`config.mk`:
```
export PLATFORM = sky130hd
export DESIGN_NAME = pipelined_addsub
export DESIGN_NICKNAME = d
export VERILOG_FILES = /design/src/rtl/alu_pkg.sv /design/src/rtl/addsub_slice.sv /design/src/rtl/pipelined_addsub.sv
export SDC_FILE = /design/constraint.sdc
export NUM_CORES = 1
export LEC_CHECK = 0
export BUFFER_PORTS_ARGS = -buffer_cell sky130_fd_sc_hd__buf_2
export CORE_ASPECT_RATIO = 0.9
export CORE_UTILIZATION = 46
export CTS_BUF_LIST = sky130_fd_sc_hd__clkbuf_4
export DETAILED_ROUTE_END_ITERATION = 16
export HOLD_SLACK_MARGIN = 0.02
export PLACE_DENSITY = 0.71
export SYNTH_ARGS = -nofsm -noshare
export SYNTH_HDL_FRONTEND = slang
export SYNTH_SLANG_ARGS = --single-unit
```
`constraint.sdc`:
```
create_clock -name clk -period 9.77 [get_ports clk]
set_input_delay 0.4885 -clock clk [delete_from_list [all_inputs] [get_ports clk]]
set_output_delay 0.4885 -clock clk [all_outputs]
set_load 0.1 [all_outputs]
```
`src/rtl/alu_pkg.sv`:
```
// -----------------------------------------------------------------------------
// alu_pkg
// Shared definitions for the pipelined add/subtract unit.
//   - FLG_* : bit positions of the individual ALU flags inside alu_flags_t
//   - alu_flags_t : packed flag word {N, Z, AC, V, C} (index 4 down to 0)
//   - sat_value() : signed saturation constant for a given width
// Build option: ADDSUB_SAT_EN (uses sat_value() to clamp overflowing results).
// -----------------------------------------------------------------------------
package alu_pkg;

    localparam int FLG_C  = 0;   // carry out of MSB (sub: 1 = no borrow)
    localparam int FLG_V  = 1;   // signed overflow
    localparam int FLG_AC = 2;   // carry out of bit 3
    localparam int FLG_Z  = 3;   // result is zero
    localparam int FLG_N  = 4;   // result MSB
    localparam int NFLAGS = 5;

    typedef logic [NFLAGS-1:0] alu_flags_t;

    // Signed saturation limit for a 'width'-bit result, returned right-aligned
    // in 64 bits: sign=0 gives the signed maximum (0x7F..F), sign=1 the signed
    // minimum (0x80..0). Callers keep the low 'width' bits (width <= 64).
    function automatic logic [63:0] sat_value(input int width, input logic sign);
        logic [63:0] v;
        v = '0;
        if (sign) begin
            v[width-1] = 1'b1;
        end else begin
            for (int i = 0; i < width - 1; i++) begin
                v[i] = 1'b1;
            end
        end
        return v;
    endfunction

endpackage

```
`src/rtl/addsub_slice.sv`:
```
// -----------------------------------------------------------------------------
// full_adder / addsub_slice
// One CHUNK-bit ripple-carry slice of the pipelined adder, built from
// single-bit full_adder cells.
// full_adder ports:
//   a_i, b_i, c_i : operand bits and carry in
//   s_o, co_o     : sum bit and carry out
// addsub_slice parameters:
//   CHUNK   : slice width in bits
//   AUX_BIT : local bit index whose carry-out is reported on aux_o
// addsub_slice ports:
//   a_i, b_i : CHUNK-bit operand chunks (b_i already inverted for subtract)
//   c_i      : carry into the slice LSB
//   sum_o    : CHUNK-bit sum chunk
//   cout_o   : carry out of the slice MSB
//   cmsb_o   : carry into the slice MSB (needed for signed overflow)
//   aux_o    : carry out of local bit AUX_BIT
// -----------------------------------------------------------------------------
module full_adder (
    input  logic a_i,
    input  logic b_i,
    input  logic c_i,
    output logic s_o,
    output logic co_o
);
    assign s_o  = a_i ^ b_i ^ c_i;
    assign co_o = (a_i & b_i) | (c_i & (a_i ^ b_i));
endmodule

module addsub_slice
    import alu_pkg::*;
#(
    parameter int CHUNK   = 8,
    parameter int AUX_BIT = 3
) (
    input  logic [CHUNK-1:0] a_i,
    input  logic [CHUNK-1:0] b_i,
    input  logic             c_i,
    output logic [CHUNK-1:0] sum_o,
    output logic             cout_o,
    output logic             cmsb_o,
    output logic             aux_o
);
    // carry[i] is the carry into local bit i; carry[CHUNK] leaves the slice.
    logic [CHUNK:0] carry;

    assign carry[0] = c_i;

    for (genvar gi = 0; gi < CHUNK; gi++) begin : g_bit
        full_adder u_fa (
            .a_i  (a_i[gi]),
            .b_i  (b_i[gi]),
            .c_i  (carry[gi]),
            .s_o  (sum_o[gi]),
            .co_o (carry[gi+1])
        );
    end

    assign cout_o = carry[CHUNK];
    assign cmsb_o = carry[CHUNK-1];
    assign aux_o  = carry[AUX_BIT+1];

endmodule

```
`src/rtl/pipelined_addsub.sv`:
```
// -----------------------------------------------------------------------------
// pipelined_addsub
// Pipelined WIDTH-bit add/subtract unit with ALU flags. The carry chain is cut
// into STAGES slices of CHUNK = WIDTH/STAGES bits; slice k adds chunk k using
// the carry registered by slice k-1. One beat per cycle, latency STAGES cycles,
// valid/ready handshake with a single global stall.
// Parameters:
//   WIDTH  : operand/result width (>= 8, <= 64, multiple of STAGES)
//   STAGES : number of pipeline slices
// Ports:
//   clk, rst_n          : rising-edge clock, asynchronous active-low reset
//   in_valid / in_ready : operand handshake
//   A, B, Cin, Sub      : operands; Sub=0 -> A+B+Cin, Sub=1 -> A-B-Cin
//   out_valid/out_ready : result handshake
//   Sum                 : result
//   Cout                : carry out of MSB (sub: 1 = no borrow)
//   Overflow            : signed overflow
//   AuxCarry            : carry out of bit 3
//   Zero, Negative      : Sum == 0, Sum MSB
// Build option: ADDSUB_SAT_EN -- on signed overflow Sum clamps to the signed
//   max/min chosen by the sign of A; Cout/Overflow/AuxCarry stay raw, Zero and
//   Negative follow the clamped Sum. Undefined: Sum wraps modulo 2^WIDTH.
// -----------------------------------------------------------------------------
module pipelined_addsub
    import alu_pkg::*;
#(
    parameter int WIDTH  = 16,
    parameter int STAGES = 2
) (
    input  logic             clk,
    input  logic             rst_n,
    input  logic             in_valid,
    output logic             in_ready,
    input  logic [WIDTH-1:0] A,
    input  logic [WIDTH-1:0] B,
    input  logic             Cin,
    input  logic             Sub,
    output logic             out_valid,
    input  logic             out_ready,
    output logic [WIDTH-1:0] Sum,
    output logic             Cout,
    output logic             Overflow,
    output logic             AuxCarry,
    output logic             Zero,
    output logic             Negative
);
    localparam int CHUNK    = WIDTH / STAGES;
    localparam int LAST     = STAGES - 1;
    localparam int AC_STAGE = 3 / CHUNK;   // slice that owns bit 3
    localparam int AC_BIT   = 3 % CHUNK;   // bit 3 as a local index in that slice
    localparam int NP       = (STAGES > 1) ? STAGES - 1 : 1;

    // Global stall: the whole pipe advances whenever the output slot frees up.
    logic adv;

    // Subtract is folded into an add at capture: A + ~B + ~Cin.
    logic [WIDTH-1:0] b_eff;
    logic             c_eff;

    // Inputs seen by each slice (port values for slice 0, registers otherwise).
    logic             st_vld [STAGES];
    logic [WIDTH-1:0] st_a   [STAGES];
    logic [WIDTH-1:0] st_b   [STAGES];
    logic [WIDTH-1:0] st_sum [STAGES];
    logic             st_c   [STAGES];
    logic             st_ac  [STAGES];

    // Slice results and the next-state values built from them.
    logic [CHUNK-1:0] sl_sum  [STAGES];
    logic             sl_cout [STAGES];
    logic             sl_cmsb [STAGES];
    logic             sl_aux  [STAGES];
    logic [WIDTH-1:0] sum_d   [STAGES];
    logic             ac_d    [STAGES];

    // Intermediate pipeline registers between slices.
    logic             vld_q [NP];
    logic [WIDTH-1:0] a_q   [NP];
    logic [WIDTH-1:0] b_q   [NP];
    logic [WIDTH-1:0] sum_q [NP];
    logic             c_q   [NP];
    logic             ac_q  [NP];

    // Output registers (the final stage).
    logic             out_vld_q;
    logic [WIDTH-1:0] sum_out_q;
    logic [WIDTH-1:0] sum_out_d;
    alu_flags_t       flags_q;
    alu_flags_t       flags_d;

    logic [WIDTH-1:0] sum_raw;
    logic             v_raw;

    assign adv      = !out_vld_q || out_ready;
    assign in_ready = adv;

    assign b_eff = Sub ? ~B : B;
    assign c_eff = Sub ? ~Cin : Cin;

    for (genvar gi = 0; gi < STAGES; gi++) begin : g_stage
        // Bits of the full-width word owned by this slice.
        localparam logic [WIDTH-1:0] MASK =
            ({WIDTH{1'b1}} >> (WIDTH - CHUNK)) << (gi * CHUNK);

        if (gi == 0) begin : g_first
            assign st_vld[gi] = in_valid;
            assign st_a[gi]   = A;
            assign st_b[gi]   = b_eff;
            assign st_sum[gi] = '0;
            assign st_c[gi]   = c_eff;
            assign st_ac[gi]  = 1'b0;
        end else begin : g_next
            assign st_vld[gi] = vld_q[gi-1];
            assign st_a[gi]   = a_q[gi-1];
            assign st_b[gi]   = b_q[gi-1];
            assign st_sum[gi] = sum_q[gi-1];
            assign st_c[gi]   = c_q[gi-1];
            assign st_ac[gi]  = ac_q[gi-1];
        end

        addsub_slice #(
            .CHUNK   (CHUNK),
            .AUX_BIT (AC_BIT)
        ) u_slice (
            .a_i    (st_a[gi][gi*CHUNK +: CHUNK]),
            .b_i    (st_b[gi][gi*CHUNK +: CHUNK]),
            .c_i    (st_c[gi]),
            .sum_o  (sl_sum[gi]),
            .cout_o (sl_cout[gi]),
            .cmsb_o (sl_cmsb[gi]),
            .aux_o  (sl_aux[gi])
        );

        // Lower chunks ride along from earlier slices; this slice fills its own.
        assign sum_d[gi] = (st_sum[gi] & ~MASK) | (WIDTH'(sl_sum[gi]) << (gi * CHUNK));

        // AuxCarry is produced by the slice owning bit 3, then just forwarded.
        if (gi == AC_STAGE) begin : g_ac_own
            assign ac_d[gi] = sl_aux[gi];
        end else begin : g_ac_fwd
            assign ac_d[gi] = st_ac[gi];
        end
    end

    // Final stage: full-width result is complete here, so flags are formed here.
    assign sum_raw = sum_d[LAST];
    assign v_raw   = sl_cmsb[LAST] ^ sl_cout[LAST];

`ifdef ADDSUB_SAT_EN
    logic [63:0] sat_full;
    // A's sign picks the direction of the overflow (B is already folded in).
    assign sat_full = sat_value(WIDTH, st_a[LAST][WIDTH-1]);
`endif

    always_comb begin
        sum_out_d = sum_raw;
`ifdef ADDSUB_SAT_EN
        if (v_raw) begin
            sum_out_d = sat_full[WIDTH-1:0];
        end
`endif
        flags_d         = '0;
        flags_d[FLG_C]  = sl_cout[LAST];
        flags_d[FLG_V]  = v_raw;
        flags_d[FLG_AC] = ac_d[LAST];
        flags_d[FLG_Z]  = (sum_out_d == '0);
        flags_d[FLG_N]  = sum_out_d[WIDTH-1];
    end

    always_ff @(posedge clk or negedge rst_n) begin
        if (!rst_n) begin
            for (int k = 0; k < NP; k++) begin
                vld_q[k] <= 1'b0;
                a_q[k]   <= '0;
                b_q[k]   <= '0;
                sum_q[k] <= '0;
                c_q[k]   <= 1'b0;
                ac_q[k]  <= 1'b0;
            end
            out_vld_q <= 1'b0;
            sum_out_q <= '0;
            flags_q   <= '0;
        end else if (adv) begin
            for (int k = 0; k < STAGES - 1; k++) begin
                vld_q[k] <= st_vld[k];
                a_q[k]   <= st_a[k];
                b_q[k]   <= st_b[k];
                sum_q[k] <= sum_d[k];
                c_q[k]   <= sl_cout[k];
                ac_q[k]  <= ac_d[k];
            end
            out_vld_q <= st_vld[LAST];
            sum_out_q <= sum_out_d;
            flags_q   <= flags_d;
        end
    end

    assign out_valid = out_vld_q;
    assign Sum       = sum_out_q;
    assign Cout      = flags_q[FLG_C];
    assign Overflow  = flags_q[FLG_V];
    assign AuxCarry  = flags_q[FLG_AC];
    assign Zero      = flags_q[FLG_Z];
    assign Negative  = flags_q[FLG_N];

endmodule

```
==> results.sh <==
export IMPL_place_area_um2=2700
export IMPL_routed_via_density=4.61
export IMPL_cts_hold_fix_buffers=0
export IMPL_clock_latency_ps=360
export IMPL_drcViolationCount=0
export IMPL_async_flop_share=1.00
export IMPL_finalSetupViolations=0
export IMPL_place_inst=351
export IMPL_final_cells=359
export IMPL_timing_hold_ws_ps=292
export IMPL_synth_common_cells="nand2_1 (92), dfrtp_1 (48), fa_1 (16)"
export IMPL_cp_start_kind="register"
export IMPL_cap_violations=0
export IMPL_antenna_found_initial=0
export IMPL_skew_ps=8.59
export IMPL_synth_warnings=0
export IMPL_vias=1655
export IMPL_r2r_end="flags_q[3]"
export IMPL_yosysTopAreaCell="dfrtp_1"
export IMPL_grt_pass1_vias=1703
export IMPL_min_period_ps=4460
export IMPL_synth_top_cell_area_share=0.496
export IMPL_tightestPinTransition_ps=1030
export IMPL_post_cts_buffers=0
export IMPL_grt_pass1_wl_um=7650
export IMPL_rr_worst_depth=14
export IMPL_syn_inst=239
export IMPL_synthMuxAreaShare=0
export IMPL_status="complete, no violations"
export IMPL_diodes=0
export IMPL_synth_adder_area_share=0.132
export IMPL_dieWidth_um=78.5
export IMPL_maxSlewHeadroom=0.312
export IMPL_synth_seq_cells=48
export IMPL_cts_root_buf="clkbuf_4"
export IMPL_cts_inserted_buffers=5
export IMPL_postSynthAreaPerCell_um2=10.1
export IMPL_start_util=0.489
export IMPL_drt_first_pass_iters=4
export IMPL_crit_start="c_q"
export IMPL_layout_drive_gt1_share=0.262
export IMPL_hp_class="in2async"
export IMPL_critPathKind="reg2reg"
export IMPL_dp_hpwl_um=3210
export IMPL_maxSlewViolCount=0
export IMPL_end_kind="register"
export IMPL_fmax_mhz=224
export IMPL_rsz0062_at_grt="no"
export IMPL_worst_endpoint_required_ps=10000
export IMPL_io_buffers=60
export IMPL_die_y_um=70.9
export IMPL_htreeDepth=2
export IMPL_drt_total_wl_um=4290
export IMPL_ir_worst_vdd_mv=0.198
export IMPL_syn_nets=293
export IMPL_wire_per_inst_um=12.0
export IMPL_ctsLongestPathBuffers=2
export IMPL_synth_top_family_by_area="simple AND/OR/NAND/NOR gates"
export IMPL_worst_slack_ps=5310
export IMPL_syn_cell_area_um2=2420
export IMPL_reg2reg_from="c_q"
export IMPL_final_antenna_net_count=0
export IMPL_cp_arrival_ps=4690
export IMPL_clk_pin_slew_ps=130
export IMPL_synthXorXnorAreaFrac=0.0650
export IMPL_grt_overflow_total=0
export IMPL_synth_edf_count=0
export IMPL_rows=24
export IMPL_layout_worst_path_cycle_share=0.456
export IMPL_detailedPlace_worstSlack_ps=5280
export IMPL_areaGrowthSynthToFinish_pct=14.3
export IMPL_p_leak_nw=1.42
export IMPL_routabilityCongestion=0.769
export IMPL_yosysUniqueCellTypes=20
export IMPL_synth_compound_area_share=0.0552
export IMPL_ys_seq_area_frac=0.496
export IMPL_synthTopCellsByArea="dfrtp_1 (50%), nand2_1 (14%), fa_1 (13%), xnor2_1 (4.3%), a21oi_2 (3.3%)"
export IMPL_synth_flop_cell="dfrtp_1"
export IMPL_synthMostInstantiatedCell="nand2_1"
export IMPL_fin_setup_tns_ps=0
export IMPL_design_area_um2=2770
export IMPL_grt_max_degree=56
export IMPL_io_pins=61
export IMPL_synthSimpleGateAreaFrac=0.180
export IMPL_core_area_um2=4950
export IMPL_nets=347
export IMPL_p_per_area_nw_per_um2=303
export IMPL_crit_fanout=2
export IMPL_drtIter0Drc=84
export IMPL_post_cts_resized=0
export IMPL_hold_violations=0
export IMPL_dieArea_um2=5560
export IMPL_rrSetupSlack_ps=5310
export IMPL_cts_sinks=48
export IMPL_cts_tree="done"
export IMPL_grt_total_usage=0.179
layout by cell type (no fill, tap or decap):
cell type / netlist / layout
nor2b_4: 1 / 1
nor2_1: 9 / 9
a21oi_2: 9 / 9
inv_1: 15 / 15
dfrtp_1: 48 / 48
inv_6: 1 / 1
nor4_1: 2 / 2
clkinv_1: 0 / 2
xor2_1: 6 / 6
o21ai_0: 5 / 5
buf_2: 4 / 60
nand4_1: 1 / 1
xnor2_1: 12 / 12
nand2b_1: 1 / 1
fa_1: 16 / 16
nor4b_1: 2 / 2
bufinv_16: 0 / 1
clkbuf_4: 0 / 5
nand2_1: 92 / 92
o21ai_1: 6 / 6
layer usage:
layer	vias to the layer above	share of wire	track usage
met4	0	0.010	0.0679
met1	782	0.47	0.237
met3	6	0.046	0.0477
met2	32	0.47	0.284
met5	-	0	0
li1	835	-	-
metrics by stage:
step	power, mW	utilization
2_1_floorplan	0.659	-
3_3_place_gp	0.727	0.544
3_5_place_dp	0.736	0.544
4_1_cts	0.848	0.559
5_1_grt	0.884	0.559
6_report	0.840	0.559
sequential cells by signal (all words and copies together) (netlist names):
register,count
Sum,16
a_q,8
b_q,8
sum_q,8
flags_q,4
ac_q,1
c_q,1
out_valid,1
vld_q,1
worst max-delay path: stages, from the launching register on:
cell and delay [ps]:
dfrtp_1 420, fa_1 450, fa_1 470, fa_1 470, fa_1 430, inv_1 90
fa_1 170, inv_1 50, fa_1 450, fa_1 480, inv_1 110, fa_1 420
nor4b_1 160, nand4_1 90, o21ai_1 60
power by group:
group | internal (mW) | switching, mW
Combinational | 0.0868 | 0.355
Sequential | 0.252 | 0.0316
Clock | 0.0523 | 0.0614
logic make-up after synthesis:
logic type | after synthesis
AO/OA/AOI/OAI | 20
XOR/XNOR | 18
adder cells (fa/ha/maj) | 16
buffers and inverters | 29
flip-flops | 48
AND/OR/NAND/NOR | 108
worst max-delay path by stage:
stage,end,slack (ps)
after floorplan,flags_q[3],5540
final,flags_q[3],5310
after detailed placement,flags_q[3],5280
after CTS,flags_q[3],5260
after global routing,flags_q[3],5120
after global placement,flags_q[3],5420
area by class of cell:
class,count,area (um2)
Tap cell,65,81.3
Multi-Input combinational cell,162,1050
Timing Repair Buffer,60,300
Clock buffer,5,37.5
Sequential cell,48,1200
Inverter,16,65.1
Clock inverter,3,37.5
Fill cell,461,2180
Note: power is estimated with default switching activity, not from simulation.
